### src/rtl/digit_entry.sv
// digit_entry: input conditioning ahead of the combination-lock FSM.
// Synchronises the raw pushbutton and switch bank, debounces the key and
// issues one qualified strobe per clean press: digits 0-9 go out on
// digit_o/digit_valid_o, values 10-15 raise reject_o instead.
//
// Ports:
//   clk            system clock, rising edge
//   rst_n          asynchronous active-low reset
//   key_n          raw pushbutton, active low, asynchronous
//   sw[3:0]        raw switch value, asynchronous
//   digit_o        last accepted digit, holds between strobes
//   digit_valid_o  one-cycle strobe, digit_o valid in the same cycle
//   reject_o       one-cycle strobe for a press with sw > 9
//   armed_o        high while a new press can be accepted
//
// Optional build macro: DIGIT_ENTRY_AUTO_REPEAT_EN adds a repeat timer that
// re-strobes every REPEAT_CYCLES clocks while the key is held.
//
// state    | meaning
// DISARMED | after reset; waits for a released key before arming
// IDLE     | armed, waiting for a debounced press
// HELD     | press accepted, waiting for debounced release

module digit_entry #(
   parameter int unsigned DEBOUNCE_CYCLES = 4,
   parameter int unsigned REPEAT_CYCLES   = 64
) (
   input  logic       clk,
   input  logic       rst_n,
   input  logic       key_n,
   input  logic [3:0] sw,
   output logic [3:0] digit_o,
   output logic       digit_valid_o,
   output logic       reject_o,
   output logic       armed_o
);

   typedef enum logic [1:0] {DISARMED, IDLE, HELD} state_t;

   localparam logic [9:0] DEB_LAST = 10'(DEBOUNCE_CYCLES - 1);

   state_t     state;
   logic       key_s1, key_s2;
   logic [3:0] sw_s1, sw_s2;
   logic       deb_pressed;
   logic [9:0] deb_cnt;
   logic       key_pressed;
   logic       differs;
   logic       flip;
   logic       press_evt;
   logic       release_evt;

   // Key synchronisers reset to the pressed level: until the pin has really
   // been sampled, a held key must not be mistaken for a released one.
   always_ff @(posedge clk or negedge rst_n) begin
      if (!rst_n) begin
         key_s1 <= 1'b0;
         key_s2 <= 1'b0;
         sw_s1  <= 4'd0;
         sw_s2  <= 4'd0;
      end else begin
         key_s1 <= key_n;
         key_s2 <= key_s1;
         sw_s1  <= sw;
         sw_s2  <= sw_s1;
      end
   end

   always_comb begin
      key_pressed = ~key_s2;
      differs     = (key_pressed != deb_pressed);
      flip        = differs && (deb_cnt == DEB_LAST);
      press_evt   = flip && !deb_pressed;
      release_evt = flip && deb_pressed;
   end

   always_ff @(posedge clk or negedge rst_n) begin
      if (!rst_n) begin
         deb_pressed <= 1'b0;
         deb_cnt     <= 10'd0;
      end else if (flip) begin
         deb_pressed <= ~deb_pressed;
         deb_cnt     <= 10'd0;
      end else if (differs) begin
         deb_cnt <= deb_cnt + 10'd1;
      end else begin
         deb_cnt <= 10'd0;
      end
   end

`ifdef DIGIT_ENTRY_AUTO_REPEAT_EN
   localparam logic [15:0] RPT_LAST = 16'(REPEAT_CYCLES - 1);
   logic [15:0] rpt_cnt;
`else
   logic unused_repeat;
   assign unused_repeat = (REPEAT_CYCLES != 0);
`endif

   // Strobes are acted on at the same edge the debounced level flips, so the
   // pulse lands one cycle after the debouncer's terminal count.
   always_ff @(posedge clk or negedge rst_n) begin
      if (!rst_n) begin
         state         <= DISARMED;
         digit_o       <= 4'd0;
         digit_valid_o <= 1'b0;
         reject_o      <= 1'b0;
         armed_o       <= 1'b0;
`ifdef DIGIT_ENTRY_AUTO_REPEAT_EN
         rpt_cnt       <= 16'd0;
`endif
      end else begin
         digit_valid_o <= 1'b0;
         reject_o      <= 1'b0;
         case (state)
            DISARMED: begin
               if (!deb_pressed && !key_pressed) begin
                  state   <= IDLE;
                  armed_o <= 1'b1;
               end
            end
            IDLE: begin
               if (press_evt) begin
                  if (sw_s2 <= 4'd9) begin
                     digit_o       <= sw_s2;
                     digit_valid_o <= 1'b1;
                  end else begin
                     reject_o <= 1'b1;
                  end
                  state   <= HELD;
                  armed_o <= 1'b0;
`ifdef DIGIT_ENTRY_AUTO_REPEAT_EN
                  rpt_cnt <= 16'd0;
`endif
               end
            end
            HELD: begin
               if (release_evt) begin
                  state   <= IDLE;
                  armed_o <= 1'b1;
`ifdef DIGIT_ENTRY_AUTO_REPEAT_EN
                  rpt_cnt <= 16'd0;
               end else if (rpt_cnt == RPT_LAST) begin
                  rpt_cnt <= 16'd0;
                  if (sw_s2 <= 4'd9) begin
                     digit_o       <= sw_s2;
                     digit_valid_o <= 1'b1;
                  end else begin
                     reject_o <= 1'b1;
                  end
               end else begin
                  rpt_cnt <= rpt_cnt + 16'd1;
`endif
               end
            end
            default: begin
               state   <= DISARMED;
               armed_o <= 1'b0;
            end
         endcase
      end
   end

endmodule

### config.mk
export PLATFORM = sky130hd
export DESIGN_NAME = digit_entry
export DESIGN_NICKNAME = d
export VERILOG_FILES = /design/src/rtl/digit_entry.sv
export SDC_FILE = /design/constraint.sdc
export NUM_CORES = 1
export LEC_CHECK = 0
export ABC_AREA = 1
export BUFFER_PORTS_ARGS = -buffer_cell sky130_fd_sc_hd__buf_4
export CAP_MARGIN = 15
export CORE_ASPECT_RATIO = 1.4
export CORE_MARGIN = 2
export CORE_UTILIZATION = 56
export CTS_CLUSTER_DIAMETER = 100
export DETAILED_ROUTE_END_ITERATION = 7
export PLACE_DENSITY_LB_ADDON = 0.2
export SLEW_MARGIN = 40
export SYNTH_ARGS = -nofsm -noshare
export SYNTH_HDL_FRONTEND = slang
export SYNTH_SLANG_ARGS = --single-unit
export TNS_END_PERCENT = 50
### constraint.sdc
create_clock -name clk -period 2.3 [get_ports clk]
set_input_delay 0.46 -clock clk [delete_from_list [all_inputs] [get_ports clk]]
set_output_delay 0.46 -clock clk [all_outputs]
set_load 0.005 [all_outputs]
# ---- After elaboration in Yosys (flattened, before gate mapping)
# Index checks and enable logic that the tools add are counted.
dict set report classes {
  shift 0
  n_eq_ne 7
  n_div 0
  multipliers 0
  n_reduce_logical 8
  addsub 1
  bitwise 2
  mux 16
  n_lt_le_gt_ge 1
}
# op n
set ops {}
lappend ops {{10-bit two-way mux} 2}
lappend ops {{10-bit by 1-bit adder with 10-bit output (second input constant)} 1}
lappend ops {{10-bit by 2-bit == test with 1-bit output (second input constant)} 1}
lappend ops {{1-bit two-way mux} 9}
lappend ops {{2-bit two-way mux} 3}
lappend ops {{2-bit inequality test (second input constant)} 3}
lappend ops {{2-bit case mux with 3 select lines} 1}
lappend ops {{3-bit AND reduction} 2}
lappend ops {{4-bit <= comparator (second input constant)} 1}
lappend ops {{1-bit logical AND} 4}
lappend ops {{1-bit case mux with 3 select lines} 1}
lappend ops {{2-bit by 1-bit == test with 1-bit output (second input constant)} 1}
lappend ops {{2-bit == test (second input constant)} 1}
lappend ops {{2-bit zero test} 1}
lappend ops {{1-bit NOT} 2}
lappend ops {{1-bit zero test} 1}
lappend ops {{1-bit inequality test} 1}
dict set report totals {
  ram_bits 0
  out_inout_bits 7
  latch_bits 0
  memories 0
  mem_bits_ro 0
  regBits 30
}

# ---- Depth between registers and ports, before layout
# Gate-level depths: netlist of the first run.
dict set report depth {
  word_depth 6
  mapped_depth 10
}

# ---- Worst setup path after synthesis of the first run
# OpenSTA, ideal clock, no wires.
dict set report synth_path {
  path_kind {flip-flop to flip-flop}
  from {register deb_pressed}
  to {register armed_o}
  slack_ns 0.816
  stages_incl_launch_ff 10
  n_path_buf 0
  required_ns 2.184
  setup_ns 0.116
  arrival_time_ns 1.367
  cell_sequence {dfrtp_1 > inv_1 > ha_1 > nand3_2 > nor2_4 > nand2_2 > nand2_1 > nand2_1 > nand2_1 > nand2_1}
}
dict set report synth_between {
  elab_chain_cells 5
}
# element line_no
set synth_rtl {}
lappend synth_rtl {{start: declaration} 45} ;# logic deb_pressed;
lappend synth_rtl {{start signal: assignment} 82} ;# deb_pressed <= ~deb_pressed;
lappend synth_rtl {{1-bit inequality test} 71} ;# differs = (key_pressed != deb_pressed);
lappend synth_rtl {{1-bit logical AND} 72} ;# flip = differs && (deb_cnt == DEB_LAST);
lappend synth_rtl {{1-bit logical AND, on equally long branches} {74, 73}}
lappend synth_rtl {{2-bit inequality test (no line)} n/a}
lappend synth_rtl {{3-bit AND reduction (no line) *} n/a}
lappend synth_rtl {{end signal: assignment} 107} ;# armed_o <= 1'b0;
lappend synth_rtl {{end signal: assignment} 118} ;# armed_o <= 1'b1;
lappend synth_rtl {{end signal: assignment} 130} ;# armed_o <= 1'b0;
lappend synth_rtl {{end: declaration} 35} ;# output logic armed_o
# Mark *: on every way between the ends. The rest lies on a longest branch, timed or not.
# A chain may end at the register's enable or synchronous reset.

# ---- Worst setup path after layout of the first run
dict set report layout_path {
  from {register deb_pressed}
  to {register deb_cnt[8]}
}
dict set report layout_between {
  elab_chain_cells 3
}
# element line_no
set layout_rtl {}
lappend layout_rtl {{1-bit inequality test *} 71}
lappend layout_rtl {{10-bit two-way mux or 1-bit logical AND (tied branches)} {84, 72}}
lappend layout_rtl {{10-bit two-way mux *} 81} ;# end else if (flip) begin
lappend layout_rtl {{end signal: assignment} 85} ;# deb_cnt <= deb_cnt + 10'd1;
lappend layout_rtl {{end: declaration} 46} ;# logic [9:0] deb_cnt;
# Marked as above.

==> results of run 1 <==
## power by group through the flow
stage	Combinational, W	Sequential (W)	Clock [W]
floorplan	0.000220	0.000671	0
global placement	0.000333	0.000671	0
detailed placement	0.000348	0.000675	0
CTS	0.000348	0.000665	0.000342
global route	0.000398	0.000677	0.000369
finish	0.000341	0.000663	0.000327
## flip-flops by register name, indices dropped and copies added, names as in the netlist
register / cells
digit_valid_o: 1
sw_s2: 4
armed_o: 1
reject_o: 1
deb_cnt: 10
key_s2: 1
sw_s1: 4
digit_o: 4
deb_pressed: 1
state: 2
key_s1: 1
## logic make-up after synthesis
kind of cell / count (synthesis) / share of synthesized area, %
and+or+nand+nor: 68 / 26.96
DFF: 30 / 61.04
buffers and inverters: 16 / 4.984
AOI/OAI and AO/OA: 7 / 2.848
xor gates and xnor gates: 3 / 2.137
adders and majority gates: 2 / 2.034
## worst paths after layout
| check | start | to | cells after the start |
|---|---|---|---|
| min in group clk | sw[0] | sw_s1[0] | 1 |
| max in group asynchronous | rst_n | sw_s1[0] | 1 |
| worst max register to register | deb_pressed | deb_cnt[8] | 5 |
| worst max-delay path | deb_pressed | deb_cnt[8] | 5 |
| worst min register to register | sw_s1[2] | sw_s2[2] | 0 |
| worst min-delay path | rst_n | state[0] | 1 |
## through the flow
step                      setup WS [ns]  util, %  cells
after floorplan                  0.8165        -    126
after global placement           0.7269    63.71    161
after detailed placement         0.6699    63.71    161
after CTS                        0.6571    66.71    169
after global routing             0.4719    66.71    169
final                            0.6528    66.71    169
## layout by cell type, fill, tap and decap left out, types with 2 or more instances in the layout
cell                        n
sky130_fd_sc_hd__a21oi_1    2
sky130_fd_sc_hd__clkbuf_4   5
sky130_fd_sc_hd__inv_1     15
sky130_fd_sc_hd__nor3b_1    3
sky130_fd_sc_hd__clkinv_2   2
sky130_fd_sc_hd__xor2_1     3
sky130_fd_sc_hd__nand2_1   29
sky130_fd_sc_hd__nor3_1     2
sky130_fd_sc_hd__ha_1       2
sky130_fd_sc_hd__buf_4     13
sky130_fd_sc_hd__o21ai_0    4
sky130_fd_sc_hd__nor2_1    20
sky130_fd_sc_hd__dfrtp_1   30
sky130_fd_sc_hd__nand3_2    3
sky130_fd_sc_hd__nand3_1    3
sky130_fd_sc_hd__nor2_2     2
sky130_fd_sc_hd__nand4_1    2
## per-layer routing
layer  GRT usage (%)  vias up  part of all wire (%)
li1                -      437                     -
met2           29.62       22                    51
met3           9.146        5                   5.3
met5               0        -                     0
met1           19.08      402                    42
met4           9.091        0                   2.0
## critical path, delay by kind of cell, from the launching register on
family,cells,cell delay (ns)
AOI/OAI and AO/OA,1,0.42
adders and majority gates,1,0.36
buffers and inverters,1,0.12
DFF,1,0.38
and+or+nand+nor,2,0.24
## cell type report
type | instances | area (sq um) | share of cell area (%)
well taps | 22 | 27.53 | 1.940
repair buffers | 13 | 97.59 | 6.878
multi-input cells | 80 | 417.9 | 29.45
flip-flops and latches | 30 | 750.7 | 52.91
inverters | 16 | 61.31 | 4.321
clock inverters | 2 | 12.51 | 0.8818
clock buffers | 6 | 51.30 | 3.616
==> flow_results.xml, run 1 <==
<?xml version="1.0" encoding="UTF-8"?>
<metrics>
  <group name="run_status">
    <metric name="status" unit="">complete, no violations</metric>
  </group>
  <group name="critical_path">
    <metric name="worst-endpoint-arrival" unit="ns">1.85</metric>
    <metric name="r2r_setup_slack" unit="ns">0.65</metric>
    <metric name="setup.worst_path.start_class" unit="">flip-flop</metric>
    <metric name="cp-end-kind" unit="">flip-flop</metric>
    <metric name="path_class" unit="">flip-flop to flip-flop</metric>
    <metric name="crit_fanout" unit="">4</metric>
    <metric name="worst_path_max_delay_cell" unit="">sky130_fd_sc_hd__o21ai_0</metric>
    <metric name="chain_of_cells_forming_the_critical_path" unit="">inv_1, ha_1, nand3_2, o21ai_0, nor3_1</metric>
    <metric name="slowest_delay" unit="ns">0.42</metric>
    <metric name="worst_ep_required_time" unit="ns">2.50</metric>
  </group>
  <group name="placed_design">
    <metric name="io_buffer_count" unit="">13</metric>
    <metric name="dpl.hpwl" unit="um">1416</metric>
    <metric name="detailed_place.area" unit="sq um">1355</metric>
    <metric name="place.gp.congestion" unit="">0.8192</metric>
  </group>
  <group name="clock_network">
    <metric name="cts_root_buffer" unit="">sky130_fd_sc_hd__clkbuf_4</metric>
    <metric name="clkSinkCount" unit="">30</metric>
    <metric name="cts_tree" unit="">built</metric>
    <metric name="ctsResizeCount" unit="">0</metric>
    <metric name="clock_latency" unit="ns">0.32</metric>
    <metric name="ctsLongestPathBuffers" unit="">2</metric>
    <metric name="cts_hold_buf" unit="">0</metric>
    <metric name="clock_tree.htree_level_count" unit="">2</metric>
    <metric name="post-cts-setup-buffers" unit="">0</metric>
    <metric name="cts_made_buffers" unit="">5</metric>
    <metric name="clk_transition_reported_paths" unit="ns">0.10</metric>
  </group>
  <group name="sta">
    <metric name="max_freq" unit="MHz">607.1</metric>
    <metric name="final_period_minus_worst_setup_slack" unit="ns">1.647</metric>
    <metric name="hold-worst-slack" unit="ns">0.03118</metric>
    <metric name="worst_slew_margin_rel" unit="%">69.26</metric>
    <metric name="setup_total_negative_slack" unit="ns">0</metric>
    <metric name="maxSlewViolCount" unit="">0</metric>
    <metric name="setup_viol" unit="">0</metric>
    <metric name="final.setup_skew" unit="ns">0.008068</metric>
    <metric name="setup_repair_after_global_routing_missed_its_margin" unit="">no</metric>
    <metric name="worst_pin_slew" unit="ns">0.4563</metric>
    <metric name="final_min_period_over_clock_period" unit="%">71.62</metric>
    <metric name="final_hold_viol_count" unit="">0</metric>
  </group>
  <group name="final_layout">
    <metric name="stdcell_area" unit="sq um">1419</metric>
    <metric name="antenna_cells_inserted" unit="">0</metric>
    <metric name="count_of_fill_cells_added_during_filler_insertion" unit="">183</metric>
    <metric name="num-nets-final" unit="">155</metric>
    <metric name="layout-drive-gt1-share" unit="%">20.41</metric>
    <metric name="area.growth.synth_to_final" unit="%">15.36</metric>
  </group>
  <group name="yosys">
    <metric name="yosys.area.top_type_share" unit="%">61.04</metric>
    <metric name="post_synth_num_cell_types" unit="">20</metric>
    <metric name="async_reset_ff_share" unit="%">100.0</metric>
    <metric name="post-synth-top-area-cell" unit="">sky130_fd_sc_hd__dfrtp_1</metric>
    <metric name="library_cell_with_the_highest_instance_count_after_synthesis" unit="">sky130_fd_sc_hd__dfrtp_1</metric>
    <metric name="synth_register_bits" unit="">30</metric>
    <metric name="ys_seq_area_share" unit="%">61.04</metric>
    <metric name="synth_enable_flop_cells" unit="">0</metric>
    <metric name="synth_area_leaders" unit="">sky130_fd_sc_hd__dfrtp_1 61%, sky130_fd_sc_hd__nand2_1 8.9%, sky130_fd_sc_hd__nor2_1 6.1%</metric>
    <metric name="ys.flop_type" unit="">sky130_fd_sc_hd__dfrtp_1</metric>
    <metric name="yosysWarnings" unit="">0</metric>
    <metric name="post_synth.cell_area_avg" unit="sq um">9.761</metric>
    <metric name="synth.cells.most_frequent" unit="">30 x sky130_fd_sc_hd__dfrtp_1, 29 x sky130_fd_sc_hd__nand2_1, 20 x sky130_fd_sc_hd__nor2_1</metric>
    <metric name="synth_cells" unit="">126</metric>
    <metric name="post_synthesis_instance_area" unit="sq um">1230</metric>
    <metric name="syn-num-nets" unit="">135</metric>
  </group>
  <group name="min_path">
    <metric name="worst_min_delay_path_class" unit="">input port to async pin</metric>
  </group>
  <group name="power_and_ir_drop">
    <metric name="power.total" unit="W">0.001331</metric>
    <metric name="power_frac_comb" unit="%">25.6</metric>
    <metric name="clock_power_share" unit="%">24.5</metric>
    <metric name="power_leakage" unit="nW">0.7010</metric>
    <metric name="internal_power" unit="W">0.0008970</metric>
    <metric name="net-switching-power" unit="W">0.0004335</metric>
    <metric name="vdd_drop_max" unit="V">0.0005125</metric>
    <metric name="power.switching_fraction" unit="%">32.58</metric>
    <metric name="seq_power_share" unit="%">49.9</metric>
    <metric name="powerDensity" unit="nW/um^2">937.7</metric>
  </group>
  <group name="floorplanning">
    <metric name="dieArea" unit="sq um">2592</metric>
    <metric name="core_area" unit="sq um">2127</metric>
    <metric name="rows" unit="">20</metric>
    <metric name="die_w" unit="um">43.61</metric>
    <metric name="initial_cell_density_of_the_core" unit="%">57.82</metric>
    <metric name="die_y" unit="um">59.45</metric>
    <metric name="pin_count" unit="">14</metric>
  </group>
  <group name="drt">
    <metric name="drt-total-wl" unit="um">1905</metric>
    <metric name="drt_pre_antenna_iters" unit="">4</metric>
    <metric name="postRouteAntennaNets" unit="">0</metric>
    <metric name="detail_route.vias_per_cell" unit="">5.124</metric>
    <metric name="post_drt_wl_per_cell" unit="um">11.27</metric>
    <metric name="vias" unit="">866</metric>
    <metric name="post-route-drc-count" unit="">0</metric>
    <metric name="first_iter_violations" unit="">22</metric>
  </group>
  <group name="global_route">
    <metric name="grt_start_max_net_pins" unit="">31</metric>
    <metric name="gr-usage-all-layers" unit="%">18.19</metric>
    <metric name="grt_pass1_wl" unit="um">3291</metric>
    <metric name="grt_antenna_before_repair" unit="">0</metric>
    <metric name="grt.overflow.total" unit="">0</metric>
    <metric name="grt_pass1_vias" unit="">828</metric>
  </group>
  <group name="run">
    <metric name="drv_cap" unit="">0</metric>
  </group>
</metrics>
Note: power is estimated with default switching activity, not from simulation.
==> inputs of run 2 (changes only) <==
--- a/config.mk
+++ b/config.mk
@@ -5,12 +5,12 @@
 export SDC_FILE = /design/constraint.sdc
 export NUM_CORES = 1
 export LEC_CHECK = 0
-export ABC_AREA = 1
+export ABC_AREA = 0
 export BUFFER_PORTS_ARGS = -buffer_cell sky130_fd_sc_hd__buf_4
 export CAP_MARGIN = 15
 export CORE_ASPECT_RATIO = 1.4
 export CORE_MARGIN = 2
-export CORE_UTILIZATION = 56
+export CORE_UTILIZATION = 50
 export CTS_CLUSTER_DIAMETER = 100
 export DETAILED_ROUTE_END_ITERATION = 7
 export PLACE_DENSITY_LB_ADDON = 0.2
==> constraint.sdc (replaced) <==
create_clock -name clk -period 1.5 [get_ports clk]
set_input_delay 0.3 -clock clk [delete_from_list [all_inputs] [get_ports clk]]
set_output_delay 0.3 -clock clk [all_outputs]
set_load 0.005 [all_outputs]
==> run 2 against run 1 <==
Against the previous run:
- the flow now finishes with violations (setup timing)
- clock power is 57% higher
- worst hold slack better by 0.023 ns
- total power is 97% higher
==> flow_results.xml, run 2 <==
<?xml version="1.0" encoding="UTF-8"?>
<metrics>
  <group name="yosys">
    <metric name="ys.flop_type" unit="">sky130_fd_sc_hd__dfrtp_1</metric>
    <metric name="post_synthesis_instance_area" unit="sq um">1199</metric>
    <metric name="synth_cells" unit="">95</metric>
    <metric name="synth_register_bits" unit="">30</metric>
    <metric name="synth_enable_flop_cells" unit="">0</metric>
    <metric name="post-synth-top-area-cell" unit="">sky130_fd_sc_hd__dfrtp_1</metric>
    <metric name="ys_seq_area_share" unit="%">62.63</metric>
    <metric name="yosysWarnings" unit="">0</metric>
    <metric name="yosys.area.top_type_share" unit="%">62.63</metric>
    <metric name="synth_area_leaders" unit="">sky130_fd_sc_hd__dfrtp_1 63%, sky130_fd_sc_hd__xnor2_1 5.1%, sky130_fd_sc_hd__nor2_1 4.1%</metric>
    <metric name="post_synth.cell_area_avg" unit="sq um">12.62</metric>
    <metric name="library_cell_with_the_highest_instance_count_after_synthesis" unit="">sky130_fd_sc_hd__dfrtp_1</metric>
    <metric name="async_reset_ff_share" unit="%">100.0</metric>
    <metric name="post_synth_num_cell_types" unit="">25</metric>
    <metric name="syn-num-nets" unit="">104</metric>
    <metric name="synth.cells.most_frequent" unit="">30 x sky130_fd_sc_hd__dfrtp_1, 13 x sky130_fd_sc_hd__nor2_1, 7 x sky130_fd_sc_hd__xnor2_1</metric>
  </group>
  <group name="clock_network">
    <metric name="cts_made_buffers" unit="">5</metric>
    <metric name="clkSinkCount" unit="">30</metric>
    <metric name="cts_tree" unit="">built</metric>
    <metric name="clock_latency" unit="ns">0.35</metric>
    <metric name="clock_tree.htree_level_count" unit="">2</metric>
    <metric name="ctsLongestPathBuffers" unit="">2</metric>
    <metric name="cts_root_buffer" unit="">sky130_fd_sc_hd__clkbuf_4</metric>
    <metric name="clk_transition_reported_paths" unit="ns">0.10</metric>
  </group>
  <group name="placed_design">
    <metric name="dpl.hpwl" unit="um">1499</metric>
    <metric name="io_buffer_count" unit="">13</metric>
    <metric name="place.gp.congestion" unit="">0.7386</metric>
    <metric name="placed_cells" unit="">148</metric>
    <metric name="pre_cts_slack" unit="ns">-0.1961</metric>
  </group>
  <group name="sta">
    <metric name="hold-worst-slack" unit="ns">0.05447</metric>
    <metric name="final_min_period_over_clock_period" unit="%">116.7</metric>
    <metric name="maxSlewViolCount" unit="">0</metric>
    <metric name="fin_ws" unit="ns">-0.2508</metric>
    <metric name="setup_repair_after_global_routing_missed_its_margin" unit="">yes</metric>
    <metric name="max_freq" unit="MHz">571.2</metric>
    <metric name="worst_pin_slew" unit="ns">0.3630</metric>
    <metric name="final_period_minus_worst_setup_slack" unit="ns">1.751</metric>
    <metric name="worst_slew_margin_rel" unit="%">75.58</metric>
    <metric name="final_hold_viol_count" unit="">0</metric>
    <metric name="setup_viol" unit="">15</metric>
    <metric name="final.setup_skew" unit="ns">0.01220</metric>
  </group>
  <group name="final_layout">
    <metric name="area.growth.synth_to_final" unit="%">37.79</metric>
    <metric name="most_flop_heavy_register" unit="">deb_cnt</metric>
    <metric name="antenna_cells_inserted" unit="">0</metric>
    <metric name="layout-drive-gt1-share" unit="%">41.61</metric>
    <metric name="flip_flop_count_of_the_largest_register_after_layout" unit="">10</metric>
    <metric name="most-common-layout-cells" unit="">31 x sky130_fd_sc_hd__buf_4, 30 x sky130_fd_sc_hd__dfrtp_1, 9 x sky130_fd_sc_hd__nor2_1</metric>
    <metric name="num-nets-final" unit="">145</metric>
    <metric name="layout.cells.most_common" unit="">sky130_fd_sc_hd__buf_4</metric>
    <metric name="layout.cells.non_filler" unit="">160</metric>
  </group>
  <group name="drt">
    <metric name="postRouteAntennaNets" unit="">0</metric>
    <metric name="vias" unit="">850</metric>
    <metric name="post-route-drc-count" unit="">0</metric>
    <metric name="drt-total-wl" unit="um">2349</metric>
    <metric name="post_drt_wl_per_cell" unit="um">14.68</metric>
    <metric name="drt_pre_antenna_iters" unit="">3</metric>
    <metric name="detail_route.vias_per_cell" unit="">5.313</metric>
    <metric name="first_iter_violations" unit="">18</metric>
  </group>
  <group name="critical_path">
    <metric name="slowest_delay" unit="ns">0.37</metric>
    <metric name="chain_of_cells_forming_the_critical_path" unit="">inv_2, ha_4, nor4b_4, and3_4, and3_4, mux2_4</metric>
    <metric name="setup.worst_path.start_class" unit="">flip-flop</metric>
    <metric name="crit_fanout" unit="">4</metric>
    <metric name="path_class" unit="">flip-flop to flip-flop</metric>
    <metric name="worst_ep_required_time" unit="ns">1.74</metric>
    <metric name="worst-endpoint-arrival" unit="ns">1.99</metric>
    <metric name="worst_path_max_delay_cell" unit="">sky130_fd_sc_hd__dfrtp_1</metric>
    <metric name="critical-path-top-cell-by-count" unit="">sky130_fd_sc_hd__and3_4</metric>
    <metric name="cp-end-kind" unit="">flip-flop</metric>
  </group>
  <group name="global_route">
    <metric name="grt_antenna_before_repair" unit="">0</metric>
    <metric name="grt.overflow.total" unit="">0</metric>
    <metric name="grt_pass1_vias" unit="">863</metric>
    <metric name="gr-usage-all-layers" unit="%">20.68</metric>
    <metric name="grt_pass1_wl" unit="um">3864</metric>
    <metric name="grt_start_max_net_pins" unit="">31</metric>
  </group>
  <group name="floorplanning">
    <metric name="dieArea" unit="sq um">2810</metric>
    <metric name="core_area" unit="sq um">2338</metric>
    <metric name="die_w" unit="um">45.38</metric>
    <metric name="initial_cell_density_of_the_core" unit="%">51.26</metric>
    <metric name="rows" unit="">21</metric>
    <metric name="pin_count" unit="">14</metric>
    <metric name="die_y" unit="um">61.93</metric>
  </group>
  <group name="power_and_ir_drop">
    <metric name="powerDensity" unit="nW/um^2">1584</metric>
    <metric name="power.total" unit="W">0.002616</metric>
    <metric name="power_leakage" unit="nW">0.7607</metric>
    <metric name="vdd_drop_max" unit="V">0.0009231</metric>
  </group>
  <group name="run_status">
    <metric name="status" unit="">complete, but fails checks</metric>
    <metric name="violations_in_the_final_reports" unit="">setup timing</metric>
  </group>
  <group name="min_path">
    <metric name="worst_min_delay_path_class" unit="">input port to flip-flop</metric>
  </group>
  <group name="run">
    <metric name="drv_cap" unit="">0</metric>
  </group>
</metrics>
## run 2: area by class of cell
class | count | area (sq um)
Multi-Input combinational cell | 60 | 488.0
Clock buffer | 6 | 51.30
Fill cell | 164 | 686.9
Sequential cell | 30 | 750.7
Clock inverter | 2 | 12.51
Inverter | 4 | 15.01
Timing Repair Buffer | 35 | 305.3
Tap cell | 23 | 28.78
## run 2: worst paths after layout
path                             start  slack [ns]  depth (start not counted)    endpoint
max                        deb_pressed       -0.25                          6  digit_o[0]
min                              sw[2]        0.05                          1    sw_s1[2]
max reg2reg                deb_pressed       -0.25                          6  digit_o[0]
min reg2reg                     key_s1        0.36                          0      key_s2
max in group asynchronous        rst_n        0.81                          2  deb_cnt[9]
min in group asynchronous        rst_n        0.40                          2  digit_o[0]
## run 2: kinds of logic (layout without fill, tap and decap cells)
logic type,Yosys count,after routing,share of synthesized area [%]
muxes,3,3,3.758
adders and majority gates,2,2,2.087
DFF,30,30,62.63
and+or+nand+nor,39,39,18.79
buffers and inverters,5,47,2.192
AOI/OAI and AO/OA,7,7,3.967
xor gates and xnor gates,9,9,6.577
## run 2: critical path, delay by kind of cell, from the launching register on
| kind | cells | cell delay, ns |
|---|---|---|
| adders and majority gates | 1 | 0.26 |
| buffers and inverters | 1 | 0.06 |
| DFF | 1 | 0.37 |
| muxes | 1 | 0.30 |
| and+or+nand+nor | 3 | 0.66 |
## run 2: per-layer routing
layer	wire length [um]	vias up	track usage, %
met2	1260	12	34.21
met1	925	421	21.97
met5	0	-	0
met4	86	0	16.39
met3	75	8	5.202
li1	-	409	-
## run 2: what timing repair did
action                     CTS  global route
buffers inserted             3             2
resized for setup           10             5
pin swaps                    4             4
gates cloned                 1             0
hold endpoints to repair    30             0
hold buffers                 1             0
setup endpoints to repair   16            18
## run 2: power breakdown
group	total [W]	switching [W]	internal [W]
Clock	0.000514	0.000289	0.000225
Sequential	0.00102	0.0000867	0.000938
Combinational	0.00108	0.000437	0.000640
## run 2: through the flow
step,instance area [sq um],utilization [%],TNS [ns]
finish,1652,70.63,-1.759
global route,1652,70.63,-2.896
CTS,1635,69.93,-1.244
detailed placement,1483,63.40,-1.097
global placement,1483,63.40,-0.8992
floorplan,1220,-,-1.326
